File: config.mk
export PLATFORM = sky130hd
export DESIGN_NAME = object_buffer
export DESIGN_NICKNAME = d
export VERILOG_FILES = /design/src/rtl/object_buffer.sv
export SDC_FILE = /design/constraint.sdc
export NUM_CORES = 1
export LEC_CHECK = 0
export BUFFER_PORTS_ARGS = -buffer_cell sky130_fd_sc_hd__buf_2
export CAP_MARGIN = 15
export CELL_PAD_IN_SITES_DETAIL_PLACEMENT = 0
export CELL_PAD_IN_SITES_GLOBAL_PLACEMENT = 1
export CORE_UTILIZATION = 35
export DETAILED_ROUTE_END_ITERATION = 16
export PLACE_DENSITY = 0.69
export SLEW_MARGIN = 20
export SYNTH_ARGS = -nofsm -noshare
export SYNTH_HDL_FRONTEND = slang
export SYNTH_SLANG_ARGS = --single-unit
File: constraint.sdc
create_clock -name clk -period 8.1 [get_ports clk]
set_clock_uncertainty 0.05 [all_clocks]
set_input_delay 0 -clock clk [delete_from_list [all_inputs] [get_ports clk]]
set_output_delay 0 -clock clk [all_outputs]
set_load 0.02 [all_outputs]
File: src/rtl/object_buffer.sv
// object_buffer: FWFT FIFO of 128-bit TABLE_ENTRY records between fetch and the encoder
// Ports: clk/reset (sync, active-high); fetch side ob_valid, entry, ob_full, ob_afull;
// flush clears contents; consumer side out_valid, out_entry, out_nested, out_ready;
// out_count is the current occupancy 0..DEPTH.
module object_buffer #(
  parameter int DEPTH     = 8,
  parameter int AFULL_LVL = 6
) (
  input  logic                     clk,
  input  logic                     reset,
  input  logic                     ob_valid,
  input  logic [127:0]             entry,
  output logic                     ob_full,
  output logic                     ob_afull,
  input  logic                     flush,
  output logic                     out_valid,
  output logic [127:0]             out_entry,
  output logic                     out_nested,
  input  logic                     out_ready,
  output logic [$clog2(DEPTH):0]   out_count
);
  localparam int AW = $clog2(DEPTH);
  localparam int CW = AW + 1;
  logic [127:0]  mem_q [DEPTH];
  logic [AW-1:0] wr_q, wr_d, rd_q, rd_d;
  logic [CW-1:0] count_q, count_d;
  logic          push, pop;
  assign ob_full    = count_q == CW'(DEPTH);
  assign ob_afull   = count_q >= CW'(AFULL_LVL);
  assign out_valid  = count_q != '0;
  assign out_entry  = mem_q[rd_q];
  assign out_nested = out_entry[64];
  assign out_count  = count_q;
  assign push       = ob_valid & ~ob_full & ~flush;
  assign pop        = out_valid & out_ready & ~flush;
  always_comb begin
    wr_d    = flush ? '0 : push ? wr_q + AW'(1) : wr_q;
    rd_d    = flush ? '0 : pop ? rd_q + AW'(1) : rd_q;
    count_d = flush ? '0 : count_q + CW'(push) - CW'(pop);
  end
  always_ff @(posedge clk) begin
    if (reset) begin
      wr_q    <= '0;
      rd_q    <= '0;
      count_q <= '0;
      for (int i = 0; i < DEPTH; i++) mem_q[i] <= '0;
    end else begin
      if (push) mem_q[wr_q] <= entry;
      wr_q    <= wr_d;
      rd_q    <= rd_d;
      count_q <= count_d;
    end
  end
endmodule

Yosys cells after proc, flatten, opt, wreduce, memory -nomap -nowiden

Memory sizes are Yosys's and may differ from the RTL's. A register that Yosys moved wholly into a read port is not among the register bits.
Cells that the tools add are included.

Bits in registers: 10
Memory bits (writable): 1024
Output and inout port bits: 136
Word-level logic and storage cells: 29
Memories kept: 1

Add/sub/neg operators: 4
$lt $le $gt $ge: 1
Equality and inequality tests: 1
Mux-type cells: 10
Bitwise gates (word level): 6
Reductions and logical operators: 3

Memory list:

| memory | depth | bits a word | read ports | clocked after Yosys merged registers in | wr ports | line | source |
|---|---|---|---|---|---|---|---|
| mem_q  | 8     | 128         | 1          | 1                                       | 8        | 24   | `logic [127:0] mem_q [DEPTH];` |

Operator list:

| operator                                                          | number |
|---|---|
| 2-to-1 mux 128 bit                                                | 1 |
| OR reduction 128 bit                                              | 1 |
| 2-to-1 mux 3 bit                                                  | 3 |
| adder 3 x 1 -> 3 bit, second input constant                       | 2 |
| 2-to-1 mux 1 bit                                                  | 6 |
| adder 4 x 1 -> 4 bit                                              | 1 |
| AND 1 bit                                                         | 4 |
| equality test 4 bit, second input constant                        | 1 |
| greater-or-equal comparator 4 x 3 -> 1 bit, second input constant | 1 |
| nonzero test 4 bit                                                | 1 |
| subtractor 4 x 1 -> 4 bit                                         | 1 |
| NOT 1 bit                                                         | 2 |
| OR reduction 2 bit                                                | 1 |

Longest topological paths before layout

Depth in word-level cells: 9
Mapped depth: 12
Mapped depth without buffers: 11

Worst setup path before layout

OpenSTA, ideal clock, no wires.

Path type: register to register
From: register count_q[2], in the netlist out_count[2]
To: memory mem_q[5][0], enable pin
Data arrival time: 7.831 ns
Setup slack: -0.423 ns
Stages on the path, launching flop included: 10
Path buffers: 3
Clock period less this slack: 8.523 ns
Cell sequence: dfxtp_1 -> inv_1 -> ha_1 -> or3b_1 -> buf_4 -> inv_2 -> or4_1 -> buf_2 -> buf_2 -> o21bai_1

RTL lines:

| element                | line | source |
|---|---|---|
| from (decl)            | 26   | `logic [CW-1:0] count_q, count_d;` |
| from (signal assigned) | 51   | `count_q <= count_d;` |
| to (decl)              | 24   |  |

==> impl_metrics.ini <==
[timing]
final.min_clock_period_ns = 4.34
worstMarginPinSlew_ns = 1.09
worst_slack_ns = 3.76
timing.slew.headroom_pct = 27.0
finalHoldViolations = 0
maxClockFrequency_ghz = 0.230
final-setup-viol-count = 0
whs_ns = 0.145
period_share_pct = 53.6
final.setup.tns_ns = 0
grt_setup_unrepaired = false
slew_violations = 0

[floorplanning]
core_area_sq_um = 126000
die_width_microns = 359
floorplan.die_area_sq_um = 129000
std_cell_rows = 130
top_level_ports = 269
initial_core_util_pct = 35.3
die_y_microns = 359

[logic_synthesis]
yosys.area.top_type = sky130_fd_sc_hd__edfxtp_1
yosysWarnings = 0
yosysTopAreaCellShare_pct = 69.1
synth.distinct_cells = 33
postSynthAreaPerCell_sq_um = 14.9
yosysSeqAreaShare_pct = 69.7
number_of_nets_in_the_synthesized_netlist = 3138
synthTopCellsByArea = sky130_fd_sc_hd__edfxtp_1 (69%), sky130_fd_sc_hd__mux4_2 (13%), sky130_fd_sc_hd__nor2_1 (8.7%), sky130_fd_sc_hd__mux2_2 (3.2%), sky130_fd_sc_hd__nand2_1 (2.2%)
synth.cell_area_sq_um = 44500
synth_edf_count = 1024
ys_seq_elements = 1037
synth-async-reset-ratio_pct = 0
dominantRegCellSynth = sky130_fd_sc_hd__edfxtp_1
post_synth_inst_count = 2996

[critical_path]
critPathSlowestCell = sky130_fd_sc_hd__buf_4
critical_path_required_ns = 8.35
worstSetupEndpointType = register
timing.critical_path.from = wr_q[1]
cpMostUsedCell = sky130_fd_sc_hd__buf_4
cp_cell_sequence = buf_4, inv_6, o21bai_4, buf_4, buf_4
arrival_ns = 4.59
r2r-start = wr_q[1]
cp-start-kind = register
timing.critical_path.fanout_max = 75
slowest_delay_ns = 0.77
worst-setup-path-type = register to register
reg2reg_depth = 5

[global_routing]
antenna_found_initial = 4
grt_overflow_total = 0
number_of_global_route_vias_before_repair = 27232
track_usage_pct = 18.3
largest_net_degree_at_the_start_of_global_routing = 155
wire_length_of_the_first_global_routing_pass_microns = 174000

[layout]
fin_area_sq_um = 52400
num-nets-final = 3481
drive_gt1_share_pct = 25.3
layoutNonFillerInstCount = 5080
register_area_sq_um = 31000
fill_cells = 11627
layout_area_growth_over_synthesis_pct = 17.7
multi_input_combinational_cell_area_sq_um = 12600

[clock_tree]
post_cts_resized = 0
tritoncts = built
cts_inserted_buffers = 110
cts.sink_count = 1037
cts_post_setup_buffers_inserted = 0
clk_pin_slew_ns = 0.06
clock_tree.buffer_depth = 3
cts_root_buf = sky130_fd_sc_hd__clkbuf_16
cts_max_level = 3
worst_skew_late_latency_ns = 0.68

[routing]
route.antenna.remaining_nets = 0
wl_microns = 117000
detailedRoute.firstPassIterationCount = 8
post_drt_via_cell_ratio = 5.11
drt_iter0_drc = 2088
drt_drc_violations_left = 0
num_vias = 25937
wl_per_cell_microns = 23.1

[power_and_ir_drop]
p_per_area_nw_per_um2 = 227
netSwitchingPower_mw = 2.60
power_switching_share_pct = 21.9
ir_drop_worst_vdd_mv = 0.164
total_leakage_power_nw = 18.0
cell_int_power_mw = 9.28
sequential_power_share_pct = 51.7
combPwrFrac_pct = 6.1
clkPwrFrac_pct = 42.2

[min_path]
worstHoldStart = out_ready
min_path_cells = 4
hp-class = input pin to register

[placement]
number_of_buffers_added_on_ports = 268
dp_slack_ns = 3.68
place_hpwl_microns = 63000
place.gp.congestion = 0.721
postPlaceCellArea_sq_um = 47500
placed_cells = 4743

[job]
count_of_maximum_capacitance_violations = 0

[run_status]
status = completed
state kept, by name, summed over array words and instances, names as in the netlist, named ones only:
| name | cells |
|---|---|
| mem_q | 1024 |
| out_count | 4 |
| rd_q | 3 |
| wr_q | 3 |
power groups by stage:
stage                     clock network (mW)  logic [mW]  registers, mW
final                                   5.01       0.727           6.14
after global routing                    5.33       0.782           6.16
after CTS                               5.12       0.748           6.14
after detailed placement                   0       0.695           6.26
after global placement                     0       0.696           6.25
after floorplan                            0       0.402           6.29
layout make-up:
cell class / instances / share of cell area, %
timing repair buffer: 449 / 5.94
inverter: 11 / 0.0884
tap: 1650 / 3.94
multi-input combinational: 1730 / 24.0
clock buffer: 126 / 5.37
clock inverter: 76 / 1.40
antenna: 1 / 0.00478
sequential: 1037 / 59.2
critical path: cells and delay by family (launching register included):
family | cells | cell delay [ns]
buffers and inverters | 4 | 2.50
DFF | 1 | 0.64
AOI/OAI and AO/OA | 1 | 0.58
final timing paths:
path | to | slack (ns)
setup reg to reg | mem_q[7][66] | 3.76
hold / removal | register | 0.15
hold reg to reg | register | 0.43
setup / recovery | mem_q[7][66] | 3.76
cells in the final DEF, fill, tap and decap left out, drive strengths merged:
cell	netlist	final
nor2	1029	1029
edfxtp	1024	1024
buf	80	315
nand2	260	260
mux4	256	256
dlygate4sd3	0	134
mux2	128	128
clkbuf	138	126
clkinv	1	52
inv	10	16
bufinv	0	14
dfxtp	13	13
a21oi	11	11
o21bai	8	8
ha	8	8
clkinvlp	0	5
o21ai	4	4
nand4	3	3
or3	3	3
or4	3	3
o211ai	2	2
or2	2	2
nor2b	2	2
nand3	2	2
o31ai	2	2
diode	0	1
nor3b	1	1
or3b	1	1
and2	1	1
xor2	1	1
a21o	1	1
mux2i	1	1
fa	1	1
cell usage after synthesis, drive strengths merged, types with 4 or more instances:
cell type and n:
a21oi 11, edfxtp 1024, mux4 256, o21ai 4, mux2 128, dfxtp 13, nand2 260, clkbuf 138
inv 10, ha 8, buf 80, o21bai 8, nor2 1029
layer usage:
| layer | GRT usage, % | vias to the layer above | share of wire [%] | wire length, microns |
|---|---|---|---|---|
| li1 | - | 11607 | - | - |
| met1 | 23.3 | 13475 | 41 | 47900 |
| met2 | 32.5 | 707 | 52 | 60400 |
| met3 | 2.61 | 146 | 5.3 | 6260 |
| met4 | 5.19 | 2 | 2.1 | 2500 |
| met5 | 0 | - | 0.0068 | 8 |
through the flow:
stage | util, % | power (mW)
floorplan | - | 6.69
global placement | 37.7 | 6.94
detailed placement | 37.7 | 6.95
CTS | 41.6 | 12.0
global route | 41.6 | 12.3
finish | 41.6 | 11.9
cells by family after synthesis:
| kind of cell | synth area share [%] |
|---|---|
| buffers and inverters | 2.28 |
| AND/OR/NAND/NOR | 11.1 |
| adder cells (fa/ha/maj) | 0.270 |
| AO/OA/AOI/OAI | 0.388 |
| XOR/XNOR | 0.0197 |
| multiplexers | 16.2 |
| flip-flops | 69.7 |
timing repair:
| item | in CTS | in global routing |
|---|---|---|
| hold buffers | 134 | 0 |
| endpoints found under the hold margin | 1090 | 0 |
| endpoints found under the setup margin | 0 | 0 |
Power figures use the tool's default switching activity.
